==> src/rtl/tdm_pkg.sv <==
// Shared definitions for the two-channel TDM link (transmitter and receiver).
package tdm_pkg;

  localparam int unsigned TDM_W = 4;

  typedef enum logic {
    IDLE = 1'b0,
    RECV = 1'b1
  } state_t;

endpackage

==> src/rtl/tdm_shift_reg.sv <==
// Left-shifting W-bit register with synchronous clear and shift enable.
module tdm_shift_reg
  import tdm_pkg::*;
#(
  parameter int unsigned W = TDM_W
) (
  input  logic         clk,
  input  logic         clr,
  input  logic         en,
  input  logic         bit_in,
  output logic [W-1:0] q
);

  logic [W-1:0] base;

  // clr together with en loads bit_in into an otherwise cleared word
  always_comb begin
    base = clr ? '0 : q;
  end

  always_ff @(posedge clk) begin
    if (en) begin
      q <= (base << 1) | W'(bit_in);
    end else if (clr) begin
      q <= '0;
    end
  end

endmodule

==> src/rtl/tdm_demux2.sv <==
// Two-channel TDM receiver: splits an A/B interleaved serial stream into W-bit words.
module tdm_demux2
  import tdm_pkg::*;
#(
  parameter int unsigned W = TDM_W
) (
  input  logic         CLOCK_50,
  input  logic         Reset,
  input  logic         serial_in,
  input  logic         bit_valid,
  input  logic         frame_start,
  output logic [W-1:0] ch_a,
  output logic [W-1:0] ch_b,
  output logic         out_valid,
  output logic         frame_err,
  output logic         busy
);

  localparam int unsigned IW = $clog2(2 * W);
  localparam logic [IW-1:0] LAST = IW'(2 * W - 1);

  state_t        state;
  state_t        state_next;
  logic [IW-1:0] idx;
  logic [IW-1:0] idx_next;
  logic          shift_a;
  logic          shift_b;
  logic          start;
  logic          restart;
  logic          done;
  logic          clr;
  logic [W-1:0]  a_q;
  logic [W-1:0]  b_q;

  always_comb begin
    state_next = state;
    idx_next   = idx;
    shift_a    = 1'b0;
    shift_b    = 1'b0;
    start      = 1'b0;
    restart    = 1'b0;
    done       = 1'b0;
    if (bit_valid) begin
      unique case (state)
        IDLE: begin
          if (frame_start) begin
            start      = 1'b1;
            shift_a    = 1'b1;
            idx_next   = IW'(1);
            state_next = RECV;
          end
        end
        RECV: begin
          if (frame_start) begin
            start    = 1'b1;
            restart  = 1'b1;
            shift_a  = 1'b1;
            idx_next = IW'(1);
          end else begin
            shift_a = ~idx[0];
            shift_b = idx[0];
            if (idx == LAST) begin
              done       = 1'b1;
              idx_next   = '0;
              state_next = IDLE;
            end else begin
              idx_next = idx + IW'(1);
            end
          end
        end
        default: begin
          state_next = IDLE;
          idx_next   = '0;
        end
      endcase
    end
  end

  assign clr = Reset | start;

  tdm_shift_reg #(.W(W)) u_shift_a (
    .clk    (CLOCK_50),
    .clr    (clr),
    .en     (shift_a & ~Reset),
    .bit_in (serial_in),
    .q      (a_q)
  );

  tdm_shift_reg #(.W(W)) u_shift_b (
    .clk    (CLOCK_50),
    .clr    (clr),
    .en     (shift_b & ~Reset),
    .bit_in (serial_in),
    .q      (b_q)
  );

  always_ff @(posedge CLOCK_50) begin
    if (Reset) begin
      state     <= IDLE;
      idx       <= '0;
      ch_a      <= '0;
      ch_b      <= '0;
      out_valid <= 1'b0;
      frame_err <= 1'b0;
    end else begin
      state     <= state_next;
      idx       <= idx_next;
      out_valid <= done;
      frame_err <= restart;
      // B LSB arrives this cycle, so it is merged here rather than read back from u_shift_b
      if (done) begin
        ch_a <= a_q;
        ch_b <= (b_q << 1) | W'(serial_in);
      end
    end
  end

  assign busy = (state == RECV);

endmodule

==> config.mk <==
export PLATFORM = sky130hd
export DESIGN_NAME = tdm_demux2
export DESIGN_NICKNAME = d
export VERILOG_FILES = /design/src/rtl/tdm_pkg.sv /design/src/rtl/tdm_shift_reg.sv /design/src/rtl/tdm_demux2.sv
export SDC_FILE = /design/constraint.sdc
export NUM_CORES = 1
export LEC_CHECK = 0
export BUFFER_PORTS_ARGS = -buffer_cell sky130_fd_sc_hd__buf_2
export CAP_MARGIN = 40
export CORE_MARGIN = 1
export CORE_UTILIZATION = 51
export DETAILED_ROUTE_END_ITERATION = 16
export GPL_TIMING_DRIVEN = 1
export PLACE_DENSITY = 0.73
export SLEW_MARGIN = 25
export SYNTH_ARGS = -nofsm -noshare
export SYNTH_HDL_FRONTEND = slang
export SYNTH_SLANG_ARGS = --single-unit
==> constraint.sdc <==
create_clock -name CLOCK_50 -period 1.6 [get_ports CLOCK_50]
set_input_delay 0.08 -clock CLOCK_50 [delete_from_list [all_inputs] [get_ports CLOCK_50]]
set_output_delay 0.08 -clock CLOCK_50 [all_outputs]
set_load 0.05 [all_outputs]
==> metrics.md <==
| Metric | Value |
|---|---|
| Status | `finished, final reports clean` |
| Final period util | `91.0%` |
| Placeable Area | `roughly 1500 um2` |
| CP delay by family, top | `flip-flops` |
| Initial Util | `between 50% and 60%` |
| # fillers | `144` |
| Warnings from Yosys | `0` |
| Via count | `~640` |
| 1st-pass router iterations | `4` |
| Most frequent cells in the layout | `nand2_1 (25), dfxtp_1 (19), buf_2 (15)` |
| Die X | `between 40 and 50 um` |
| Reg2reg start | `idx[0]` |
| Hold WC Path Type | `in2reg` |
| Clk network pwr share | `between 20% and 30%` |
| Initial antenna violation count | `0` |
| Unrepaired setup endpoints after global routing | `no` |
| Die area | `between 1500 and 2000 um2` |
| Setup bufs post-CTS | `0` |
| Met3 GRT Util | `3.88%` |
| Root buf cell | `clkbuf_4` |
| Drt total wl | `1.28 mm` |
| Synth Flop Type | `dfxtp_1` |
| Max-slew violations | `0` |
| Cell Rows | `14` |
| Netlist Area Pre-Place | `between 800 and 900 um2` |
| Dpl hpwl | `roughly 950 um` |
| Setup crit start | `idx[0]` |
| Ys async rst share | `0%` |
| Most common cell after layout, fill and taps aside | `nand2_1` |
| DRT iter0 DRCs | `17` |
| Max-Cap Viols | `0` |
| Final hold viol count | `0` |
| Req. time, crit path | `around 1800 ps` |
| Gr ovfl total | `0` |
| R2R Path End | `ch_a[2]` |
| Worst path buffer plus inverter count | `0` |
| CTS Sinks | `21` |
| Seq. cell area | `440 um2` |
| Port Buffers | `15` |
| Worst Max-Slew Pin Slew | `318 ps` |
| GPL Wtd Cong | `0.807` |
| Power share of the sequential group | `about 64%` |
| Pwr Density | `roughly 920 nW/um2` |
| CP Launch Type | `register` |
| Hold Worst Slack | `between 30 and 40 ps` |
| Diode count | `0` |
| Top Usage Layer GRT | `met1` |
| Pin count of the biggest net entering global routing | `18` |
| Area Growth Syn to Fin | `11.5%` |
| Hold Crit Depth | `3` |
| Register bit count reported by yosys | `21` |
| CP Capture Type | `register` |
| Slowest cell on the critical path | `dfxtp_1` |
| Met1 global-route usage | `23.0%` |
| Clock slew at reported path FFs | `110 ps` |
| Final nets | `between 100 and 150` |
| Routed Antenna Nets | `0` |
| Reg2Reg Depth | `5` |
| Netlist cell types | `24` |
| Data arrival, critical path | `about 1700 ps` |
| Post-CTS Hold Buffers | `0` |
| CP max FO | `8` |
| Clock tree buffer depth | `2` |
| P_int | `~650 uW` |
| CTS Buf Count | `3` |
| Seq/Total Area, Yosys | `between 50 and 60%` |
| Setup total negative slack | `0 ps` |
| First-pass GRT wire length | `2.12 mm` |
| Fin crit period | `roughly 1500 ps` |
| CTS tree | `yes` |
| Avg Vias per Cell | `between 5 and 6` |
| Hold endpoint | `ch_b[0]` |
| Multi-input logic area | `362 um2` |
| Cell count after synthesis | `90` |
| Static leakage | `around 0.4 nW` |
| H-tree depth | `1` |
| Syn nets | `between 90 and 100` |
| Crit-path cells | `ha_1 -> ha_1 -> and4b_2 -> nand2_1 -> a21oi_1` |
| Die height | `~42 um` |
| Number of flops mapped to enable cells by yosys | `2` |
| Fin util | `approximately 61%` |
| Drt wl/cell | `~11 um` |
| Slew HR | `roughly 79%` |
| Most used cell, CP | `ha_1` |
| # resized after CTS | `0` |
| Gate power share | `6.3%` |
| Clk_skew | `around 1.3 ps` |
| Fraction of layout cells with a size suffix above 1 | `between 20% and 30%` |
| Worst R2R Setup Slack | `around 140 ps` |
| Final Setup Violations | `0` |
| DR DRC count | `0` |
| Net Sw Power | `approximately 200 uW` |
| Slowest cell delay on critical path | `approximately 460 ps` |
| Switching part of the total | `between 20% and 30%` |
| Total GRT Usage | `16.1%` |
| Clock Latency Late Sink | `about 300 ps` |
| Average size of a mapped cell | `9.27 um2` |
| Fmax | `687 MHz` |
| Maximum VDD drop | `0.532 mV` |
| Met2 GRT Util | `between 20 and 25%` |
| Io pins | `16` |
| Vias in the first global route | `490` |
| Hold Crit Start | `serial_in` |
| Kind of critical path | `reg2reg` |
## stage by stage
step / instances / setup WS [ps] / area (um2) / power [mW]
floorplan: 90 / 137 / 835 / 0.602
global placement: 116 / 153 / 903 / 0.613
detailed placement: 116 / 111 / 903 / 0.614
CTS: 120 / 79.7 / 930 / 0.865
global route: 120 / 3.73 / 931 / 0.895
finish: 120 / 145 / 931 / 0.854
## Yosys cell counts, drive strengths merged (2+ instances only)
| cell | instances | area share, % |
|---|---|---|
| mux2i | 3 | 3.6 |
| buf | 4 | 2.7 |
| o21ai | 3 | 2.2 |
| edfxtp | 2 | 7.2 |
| a21oi | 10 | 6.0 |
| nand2 | 26 | 12 |
| inv | 2 | 0.90 |
| nor3b | 2 | 1.8 |
| dfxtp | 19 | 46 |
| nor2 | 5 | 2.2 |
| a32o | 2 | 2.4 |
| ha | 2 | 3.0 |
| a22oi | 2 | 1.8 |
## sequential cells by signal (all words and copies together) (netlist names)
register,cells
frame_err,1
busy,1
u_shift_a.q,4
ch_b,4
idx,3
ch_a,4
u_shift_b.q,3
out_valid,1
## per-layer routing
| metal | wire [um] | share of wire, % |
|---|---|---|
| met1 | 652 | 51 |
| met2 | 540 | 42 |
| met3 | 53 | 4.1 |
| met4 | 32 | 2.5 |
| met5 | 0 | 0 |
## kinds of logic (layout without fill, tap and decap cells)
logic type | Yosys count | after routing | synth area share (%)
simple gates | 39 | 39 | 23.1
buf+inv | 7 | 21 | 4.05
compound gates | 18 | 18 | 13.5
fa+ha+maj | 2 | 2 | 3.00
flops | 21 | 21 | 52.8
mux | 3 | 3 | 3.60
## worst reg2reg max path, cell delays in order (launching register included)
cell,delay [ps]
dfxtp_1,460
ha_1,190
ha_1,230
and4b_2,330
nand2_1,80
a21oi_1,120
## worst max-delay path by stage
stage | to | slack (ps) | cells after the start
floorplan | u_shift_b.q[2] | 140 | 3
global placement | ch_a[1] | 150 | 5
detailed placement | ch_a[2] | 110 | 5
CTS | ch_a[2] | 80 | 5
global route | ch_b[2] | 4 | 5
finish | ch_a[2] | 140 | 5
## power by group through the flow
stage | combinational [mW] | clock, mW | sequential (mW)
after CTS | 0.0539 | 0.262 | 0.549
after global routing | 0.0594 | 0.285 | 0.550
after floorplan | 0.0365 | 0 | 0.566
after detailed placement | 0.0537 | 0 | 0.560
after global placement | 0.0534 | 0 | 0.560
final | 0.0536 | 0.252 | 0.548
## cell type report
class / instances / area share [%]
clock buffer: 4 / 2.82
inverter: 2 / 0.806
multi-input combinational: 62 / 38.8
sequential: 21 / 47.3
tap: 16 / 2.15
timing repair buffer: 15 / 8.06
Note: power is estimated with default switching activity, not from simulation.
